### config.mk
export PLATFORM = sky130hd
export DESIGN_NAME = rr_mux_stream
export DESIGN_NICKNAME = d
export VERILOG_FILES = /design/src/rtl/rr_mux_stream.sv
export SDC_FILE = /design/constraint.sdc
export NUM_CORES = 1
export LEC_CHECK = 0
export CELL_PAD_IN_SITES_DETAIL_PLACEMENT = 1
export CELL_PAD_IN_SITES_GLOBAL_PLACEMENT = 2
export CORE_UTILIZATION = 24
export DETAILED_ROUTE_END_ITERATION = 12
export PLACE_DENSITY = 0.95
export SYNTH_ARGS = -nofsm -noshare
export SYNTH_HDL_FRONTEND = slang
export SYNTH_SLANG_ARGS = --single-unit
### constraint.sdc
create_clock -name clk -period 14.78 [get_ports clk]
set_input_delay 3.695 -clock clk [delete_from_list [all_inputs] [get_ports clk]]
set_output_delay 3.695 -clock clk [all_outputs]
set_load 0.03 [all_outputs]
### src/rtl/rr_mux_stream.sv
// Registered N:1 stream mux with fixed-select and round-robin modes.
// Optional transfer counter port xfer_cnt enabled by RR_MUX_STREAM_STATS_EN.
module rr_mux_stream #(
   parameter int WIDTH = 16,
   parameter int NCH = 16,
   localparam int SEL_W = $clog2(NCH)
) (
   input  logic                 clk,
   input  logic                 rst,
   input  logic [NCH*WIDTH-1:0] in_data,
   input  logic [NCH-1:0]       in_valid,
   output logic [NCH-1:0]       in_ready,
   input  logic                 mode,
   input  logic [SEL_W-1:0]     sel,
   output logic [WIDTH-1:0]     out_data,
   output logic [SEL_W-1:0]     out_ch,
   output logic                 out_valid,
   input  logic                 out_ready
`ifdef RR_MUX_STREAM_STATS_EN
   ,
   output logic [15:0]          xfer_cnt
`endif
);

   logic             load;
   logic             hit;
   logic [SEL_W-1:0] grant;
   logic [SEL_W-1:0] rrgrant;
   logic             rrhit;
   logic [SEL_W-1:0] ptr;
   logic [WIDTH-1:0] word;

   assign load = !out_valid || out_ready;

   // Round-robin search starts at ptr and wraps once around all channels.
   always_comb begin
      int j;
      rrgrant = '0;
      rrhit   = 1'b0;
      for (int i = 0; i < NCH; i++) begin
         j = int'(ptr) + i;
         if (j >= NCH) begin
            j = j - NCH;
         end
         if (!rrhit && in_valid[SEL_W'(j)]) begin
            rrhit   = 1'b1;
            rrgrant = SEL_W'(j);
         end
      end
   end

   always_comb begin
      grant = sel;
      hit   = 1'b0;
      if (mode) begin
         grant = rrgrant;
         hit   = rrhit;
      end else if (32'(sel) < NCH) begin
         hit = in_valid[sel];
      end
   end

   always_comb begin
      word = '0;
      for (int c = 0; c < NCH; c++) begin
         if (SEL_W'(c) == grant) begin
            word = in_data[c*WIDTH +: WIDTH];
         end
      end
   end

   assign in_ready = (load && hit && !rst) ? (NCH'(1) << grant) : '0;

   // An empty grant on a load cycle leaves data/channel untouched and only drops valid.
   always_ff @(posedge clk) begin
      if (rst) begin
         out_valid <= 1'b0;
         out_data  <= '0;
         out_ch    <= '0;
         ptr       <= '0;
      end else if (load) begin
         if (hit) begin
            out_data  <= word;
            out_ch    <= grant;
            out_valid <= 1'b1;
            ptr       <= (32'(grant) == NCH - 1) ? '0 : grant + 1'b1;
         end else begin
            out_valid <= 1'b0;
         end
      end
   end

`ifdef RR_MUX_STREAM_STATS_EN
   always_ff @(posedge clk) begin
      if (rst) begin
         xfer_cnt <= '0;
      end else if (out_valid && out_ready) begin
         xfer_cnt <= xfer_cnt + 16'd1;
      end
   end
`endif

endmodule

==> qor.csv, run 1 <==
stage;metric;value;unit
run_status;result of the run;finished, violations left;
run_status;failing checks;DRC;
worst_setup_path;Crit Path Category;input port to primary output;
worst_setup_path;capturing element type of the critical path;primary output;
yosys;area fraction in compound gates after synthesis;39.85;%
clock_tree;CTS tree;built;
drt;detailed-router iteration count before antenna repair;11;
floorplan;Core ar.;0.02628;sq mm
yosys;Gate Count Post-Synth;862;
yosys;sequential area share after synthesis;7.701;%
timing;endpoints failing hold;0;
yosys;average cell area after synthesis;7.539;sq um
layout;Filler cells;3201;
drt;final wirelength;37490;microns
drt;final routed wire length divided by cell count;25.75;microns
yosys;Syn Nets;1155;
drt;initial drt markers;616;
layout;proportion of layout cells with a drive suffix above 1;10.29;%
yosys;post-synthesis adder-cell area fraction;2.503;%
drt;total DRC errors in the routed layout;3;
clock_tree;CTS max path bufs;2;
floorplan;die span in x;166.6;microns
global_routing;total congestion overflow after global routing;0;
pwr;proportion of power drawn by flip-flops and latches;5.5;%
global_routing;first-pass GRT wire length;55780;microns
timing;final count of pins violating max slew;0;
global_routing;number of global-route vias before repair;8810;
timing;sum of negative setup slack;0;ns
pwr;Worst IR Drop VDD;79.18;uV
timing;post-route fraction of the period consumed by the critical path;90.58;%
floorplan;die extent in y;166.6;microns
timing;setup repair after global routing missed its margin;no;
yosys;flop and latch count out of synthesis;25;
clock_tree;clock-pin slew on the worst setup and hold paths;0.07;ns
timing;number of setup violations in the final report;0;
clock_tree;number of buffers created by CTS;3;
timing;slew margin rel.;20.81;%
worst_setup_path;worst endpoint data arrival time;9.69;ns
clock_tree;clock latency at the later pin of the worst-skew pair;0.27;ns
placement;number of buffers added on ports;316;
job;count of maximum capacitance violations;0;
clock_tree;Post-CTS Hold Buffers;0;
global_routing;antenna violations before repair;3;
layout;Multi-input gate area;0.005507;sq mm
yosys;most common cell in the netlist;nor2_1;
worst_setup_path;Critical Path Max Stage Delay;0.77;ns
drt;drt via density;6.009;
floorplan;number of top-level pins;317;
worst_setup_path;largest fanout of any net on the critical path;47;
worst_setup_path;startpoint kind of the worst setup timing path;input port;
yosys;top post-synthesis cells by area;mux4_2 13%, dfxtp_1 7.7%, o21ai_0 5.3%, mux2i_1 5.2%, nor2_1 4.6%;
pwr;internal power summed over all cells;0.7743;mW
yosys;Synth Area in XOR/XNOR;1.617;%
layout;non-filler instance count after layout;1456;
global_routing;Total Routing Usage GR;26.13;%
floorplan;Core Rows;59;
yosys;Synth top area share;13.17;%
layout;register cell area after layout;500.5;sq um
drt;Vias;8749;
yosys;distinct cell type count after synthesis;81;
clock_tree;post-CTS setup repair buffer count;0;
pwr;switching power summed over all nets;1.107;mW
timing;final setup skew;0.006434;ns
placement;post-detail-place hpwl;30260;microns
worst_setup_path;Worst Path Required;11.09;ns
yosys;Primary FF master, synth;dfxtp_1;
timing;Max Freq;0.07470;GHz
pwr;logic gate share of total power;91.1;%
floorplan;Starting Density;24.73;%
yosys;largest family of logic cells by synthesized area;compound AO/OA/AOI/OAI gates;
clock_tree;Clock Sinks;25;
pwr;leakage power;3.380;nW
yosys;share of async-settable or async-resettable flops after synthesis;0;%
yosys;number of synthesis warnings;0;
clock_tree;htree depth;1;
yosys;fraction of synthesized area in multiplexers;22.97;%
drt;post-route antenna net violation count;0;
floorplan;floorplan die area;0.02774;sq mm
yosys;Netlist Area Pre-Place;0.006499;sq mm
worst_setup_path;Worst path slowest cell;or4_1;
global_routing;maximum number of pins on one net before global-route repair;62;
yosys;Post-synth EDFFs;0;
clock_tree;clock tree root driver cell;clkbuf_16;
timing;Slew @ Worst Pin;1.181;ns
layout;# nets final;1412;
clock_tree;post-cts gate resize count;0;
placement;placed cell count;1449;
hold_path;type of the worst min-delay path;register to register;
timing;final period demand of the worst path;13.39;ns
yosys;basic-gate share of the synthesized area counting and, or, nand and nor cells;17.52;%
placement;RD Place Congestion;0.9330;
yosys;most frequent cells after synthesis;80 x nor2_1, 74 x nand2_1, 69 x o21ai_0, 46 x a21oi_1, 44 x clkbuf_1;
layout;area added between synthesis and finish;53.04;%
pwr;switching share of power;58.85;%
worst_setup_path;chain of cells forming the critical path;clkdlybuf4s50_1, mux4_2, mux2i_1, mux2i_1, nor3_1, nand4_1, or4_1, or3_1, nand2_1, a31oi_1, inv_1, ha_2, buf_4, ha_1, nand2_1, nor3_1, clkdlybuf4s50_1;
yosys;most area-hungry cell type in the Yosys netlist;mux4_2;
pwr;power per cell area;189.2;mW/mm^2
pwr;clock group share of total power;3.4;%
==> per-stage QoR <==
| step | hold WS [ns] | cell area [sq um] | utilization [%] | total power, mW | worst slack, ns |
|---|---|---|---|---|---|
| 2_1_floorplan | 0.6001 | 6499 | - | 1.231 | 2.795 |
| 3_5_place_dp | 0.4803 | 9856 | 37.50 | 1.789 | 1.521 |
| 4_1_cts | 0.4948 | 9938 | 37.82 | 1.861 | 1.493 |
| 5_1_grt | 0.5149 | 9946 | 37.85 | 2.008 | 1.029 |
| 3_3_place_gp | 0.4631 | 9856 | 37.50 | 1.780 | 1.666 |
| 6_report | 0.4935 | 9946 | 37.85 | 1.882 | 1.393 |
==> layout make-up <==
type                    instances  share of cell area [%]
flip-flops and latches         25                   5.032
clock inverters                 1                 0.07548
diodes                          3                 0.07548
multi-input cells             722                   55.37
repair buffers                336                   33.31
clock buffers                   3                  0.7548
inverters                      31                   1.170
well taps                     335                   4.214
==> layout by cell type, fill, tap and decap left out, types with 15 or more instances in the layout <==
| cell type | count |
|---|---|
| a21oi_1 | 46 |
| a221o_1 | 24 |
| a22oi_1 | 16 |
| a31oi_1 | 17 |
| buf_4 | 20 |
| clkdlybuf4s50_1 | 316 |
| dfxtp_1 | 25 |
| inv_1 | 28 |
| mux2_2 | 23 |
| mux2i_1 | 34 |
| mux4_2 | 38 |
| nand2_1 | 74 |
| nand3_1 | 15 |
| nor2_1 | 79 |
| nor3_1 | 25 |
| o211ai_1 | 18 |
| o21ai_0 | 69 |
| o22ai_1 | 23 |
==> power groups by stage <==
stage	sequential [mW]	clock (mW)	combinational, mW
3_5_place_dp	0.104	0	1.68
2_1_floorplan	0.145	0	1.09
5_1_grt	0.106	0.0682	1.83
6_report	0.103	0.0644	1.71
4_1_cts	0.103	0.0655	1.69
3_3_place_gp	0.103	0	1.68
==> sequential cells by signal, indices dropped and copies added, names as in the netlist <==
name       cells
out_ch         4
out_data      16
out_valid      1
ptr            4
==> final timing paths <==
kind | startpoint | slack (ns) | cells past startpoint | endpoint
setup / recovery | in_valid[12] | 1.39 | 17 | in_ready[15]
hold / removal | out_data[3] | 0.49 | 2 | out_data[3]
setup reg to reg | ptr[1] | 5.85 | 23 | out_data[11]
hold reg to reg | out_data[3] | 0.49 | 2 | out_data[3]
==> per-layer routing <==
metal,vias to the layer above,wire length [microns],GRT usage [%]
li1,3941,-,-
met5,-,0,0
met1,4356,15610,34.13
met2,403,18280,44.43
met3,49,2438,3.470
met4,0,1149,8.132
==> critical path: cells and delay by family <==
kind	cells	cell delay [ns]
simple gates	7	2.54
buf+inv	4	1.83
mux	3	1.00
fa+ha+maj	2	0.43
compound gates	1	0.20
==> kinds of logic (layout without fill, tap and decap cells) <==
| family | count (synthesis) | after routing |
|---|---|---|
| buffers and inverters | 115 | 371 |
| multiplexers | 97 | 97 |
| XOR/XNOR | 12 | 12 |
| AND/OR/NAND/NOR | 244 | 244 |
| adder cells (fa/ha/maj) | 13 | 13 |
| AO/OA/AOI/OAI | 356 | 356 |
| flip-flops | 25 | 25 |
| other | 0 | 3 |
Note: power is estimated with default switching activity, not from simulation.
==> run 2: changes to the inputs <==
ABC_AREA = 1   (was default)
CORE_UTILIZATION = 20   (was 24)
SETUP_SLACK_MARGIN = 0.15   (was default)
TNS_END_PERCENT = 100   (was default)
==> run 2 against run 1 <==
  * The run now ends clean
  * Worst hold slack improved by 0.010 ns
  * Worst setup slack got worse by 0.041 ns
  * Die area increased by 17%
  * Sequential share of layout area increased by 0.067 points
  * Global-route usage decreased by 5.6 points
  * Fmax decreased by 0.31%
  * Register-to-register slack improved by 1.1 ns
  * Final cell count increased by 30%
  * Power increased by 31%
==> qor.csv, run 2 <==
stage;metric;value;unit;change
yosys;Gate Count Post-Synth;1232;;+43%
pwr;leakage power;4.429;nW;+31%
drt;total DRC errors in the routed layout;0;;-3
timing;Slew @ Worst Pin;1.171;ns;-0.01003 ns
layout;most frequent cells in the layout;409 x nand2_1, 316 x clkdlybuf4s50_1, 170 x nand3_1;;
floorplan;die span in x;180.3;microns;+8.3%
yosys;number of synthesis warnings;0;;unchanged
yosys;most area-hungry cell type in the Yosys netlist;nand2_1;;
global_routing;number of global-route vias before repair;9151;;+3.9%
yosys;top post-synthesis cells by area;nand2_1 24%, nand3_1 13%, inv_1 8.3%, dfxtp_1 7.9%, o21ai_0 6.2%;;
worst_setup_path;cell depth of the worst setup path;25;;+8
pwr;Worst IR Drop VDD;87.36;uV;+10%
timing;Max Freq;0.07447;GHz;-0.31%
timing;endpoints failing hold;0;;unchanged
layout;largest registers in the final layout;out_data (16), out_ch (4), ptr (4);;
clock_tree;clock tree root driver cell;clkbuf_16;;
placement;cell area reported after detailed placement;0.009736;sq mm;-1.2%
yosys;Primary FF master, synth;dfxtp_1;;
global_routing;met3 layer usage reported by global route;4.082;%;+0.61 points
global_routing;Total Routing Usage GR;20.49;%;-5.6 points
yosys;distinct cell type count after synthesis;53;;-35%
worst_setup_path;Critical Path Max Stage Delay;0.91;ns;+0.14 ns
drt;detailed-router iteration count before antenna repair;5;;-6
worst_setup_path;buffering stage count on the worst path with inverters included;5;;+1
floorplan;floorplan die area;0.03252;sq mm;+17%
drt;post-route antenna net violation count;0;;unchanged
layout;# nets final;1793;;+27%
drt;final routed wire length divided by cell count;18.14;microns;-30%
clock_tree;htree depth;1;;unchanged
global_routing;antenna violations before repair;0;;-3
drt;final wirelength;34380;microns;-8.3%
layout;final std cell area, no fill;0.009814;sq mm;-1.3%
clock_tree;Post-CTS Hold Buffers;0;;unchanged
timing;final period demand of the worst path;13.43;ns;+0.04113 ns
global_routing;most crowded layer after global routing;met2;;
floorplan;Core Rows;64;;+8.5%
clock_tree;clock latency at the later pin of the worst-skew pair;0.26;ns;about the same
drt;drt via density;4.701;;-22%
timing;final setup skew;0.004880;ns;-0.001554 ns
floorplan;number of top-level pins;317;;unchanged
clock_tree;clock-pin slew on the worst setup and hold paths;0.07;ns;about the same
placement;RD Place Congestion;0.8772;;-6.0%
clock_tree;CTS max path bufs;2;;unchanged
timing;setup repair after global routing missed its margin;no;;
hold_path;WHS Path Cells;2;;unchanged
placement;number of buffers added on ports;316;;unchanged
yosys;sequential area share after synthesis;7.869;%;+0.17 points
layout;max reg flops;16;;unchanged
yosys;most frequent cells after synthesis;409 x nand2_1, 170 x nand3_1, 140 x inv_1, 96 x nor2_1, 79 x o21ai_0;;
layout;area added between synthesis and finish;54.32;%;
hold_path;type of the worst min-delay path;register to register;;
timing;slew margin rel.;21.82;%;+1.0 points
yosys;flop and latch count out of synthesis;25;;unchanged
drt;initial drt markers;403;;-35%
worst_setup_path;worst endpoint data arrival time;9.73;ns;+0.04 ns
timing;post-route fraction of the period consumed by the critical path;90.85;%;+0.28 points
layout;most flop-heavy register;out_data;;
worst_setup_path;Worst Path Required;11.09;ns;about the same
layout;final antenna diode count;0;;-3
yosys;share of async-settable or async-resettable flops after synthesis;0;%;unchanged
worst_setup_path;capturing element type of the critical path;primary output;;
worst_setup_path;startpoint kind of the worst setup timing path;input port;;
drt;Vias;8908;;+1.8%
clock_tree;CTS tree;built;;
yosys;Syn Nets;1525;;+32%
yosys;Synth top area share;24.14;%;+11 points
timing;final count of pins violating max slew;0;;unchanged
floorplan;Core ar.;0.03091;sq mm;+18%
placement;post-detail-place hpwl;28440;microns;-6.0%
worst_setup_path;largest fanout of any net on the critical path;22;;-53%
global_routing;met2 layer usage reported by global route;36.29;%;-8.1 points
yosys;most common cell in the netlist;nand2_1;;
clock_tree;post-cts gate resize count;0;;unchanged
clock_tree;post-CTS setup repair buffer count;0;;unchanged
run_status;result of the run;finished, final reports clean;;
clock_tree;number of buffers created by CTS;3;;unchanged
worst_setup_path;category of cells accounting for the largest share of critical-path delay;buffers and inverters;;
clock_tree;Clock Sinks;25;;unchanged
timing;sum of negative setup slack;0;ns;unchanged
job;count of maximum capacitance violations;0;;unchanged
global_routing;maximum number of pins on one net before global-route repair;34;;-45%
worst_setup_path;Worst path slowest cell;nor2_1;;
layout;proportion of layout cells with a drive suffix above 1;7.005;%;-3.3 points
floorplan;die extent in y;180.3;microns;+8.3%
floorplan;Starting Density;20.58;%;-4.2 points
layout;most frequent standard cell in the layout excluding fill and tap cells;nand2_1;;
yosys;Netlist Area Pre-Place;0.006360;sq mm;-2.1%
global_routing;GRT met1 Usage;25.27;%;-8.9 points
yosys;average cell area after synthesis;5.162;sq um;-32%
pwr;power per cell area;251.1;mW/mm^2;+33%
global_routing;total congestion overflow after global routing;0;;unchanged
worst_setup_path;R2R cell count;29;;+26%
worst_setup_path;Crit Path Category;input port to primary output;;
yosys;Post-synth EDFFs;0;;unchanged
global_routing;first-pass GRT wire length;52210;microns;-6.4%
timing;number of setup violations in the final report;0;;unchanged
## run 2: cell count changes after synthesis, sizes merged, moves of 32 or more
cell | previous run | this run
inv | 29 | 160
or2 | 2 | 34
nand3 | 15 | 172
nand2 | 76 | 428
mux2i | 34 | 0
mux4 | 39 | 0
## run 2: layout make-up
cell class	count	area, sq um
fillers	4073	21100
clock buffers	4	78.83
well taps	396	495.5
inverters	162	623.1
flip-flops and latches	25	500.5
repair buffers	322	3208
multi-input cells	986	4908
## run 2: stage by stage
stage          hold WS [ns]  total power, mW  cells  util [%]  setup WS, ns
6_report             0.5035            2.465   1895     31.75         1.352
5_1_grt              0.5370            2.744   1895     31.75        0.8856
4_1_cts              0.5123            2.495   1895     31.75         1.443
3_5_place_dp         0.4935            2.426   1891     31.50         1.471
3_3_place_gp         0.4853            2.388   1891     31.50         1.580
2_1_floorplan        0.6085            1.663   1232         -         4.034
## run 2: worst paths after layout
check | from | endpoint | slack, ns
setup / recovery | in_valid[15] | in_ready[13] | 1.35
hold / removal | out_ch[3] | out_ch[3] | 0.50
setup reg to reg | ptr[1] | out_data[0] | 6.98
hold reg to reg | out_ch[3] | out_ch[3] | 0.50
## run 2: logic make-up (layout without fill, tap and decap cells)
kind of cell	count (synthesis)	after routing	synth area share [%]
adders and majority gates	13	13	2.558
buffers and inverters	221	488	14.95
xor gates and xnor gates	10	10	1.967
and+or+nand+nor	792	792	57.39
DFF	25	25	7.869
AOI/OAI and AO/OA	171	171	15.27
## run 2: report_power, final
part	internal [mW]	total (mW)	switching, mW	leakage [nW]
Combinational	0.692	2.27	1.58	4.18
Sequential	0.0934	0.129	0.0354	0.208
Clock	0.0370	0.0628	0.0258	0.0382
## run 2: per-layer routing
layer,share of wire [%],vias to the layer above
li1,-,4455
met1,44,4150
met2,47,269
met3,6.3,34
met4,2.3,0
met5,0,-
## run 2: worst register-to-register path, delay by kind of cell, from the launching register on
kind                       cells  cell delay [ns]
AOI/OAI and AO/OA              9             1.26
adders and majority gates      2             0.98
buffers and inverters          5             1.82
DFF                            1             0.89
and+or+nand+nor               13             2.73
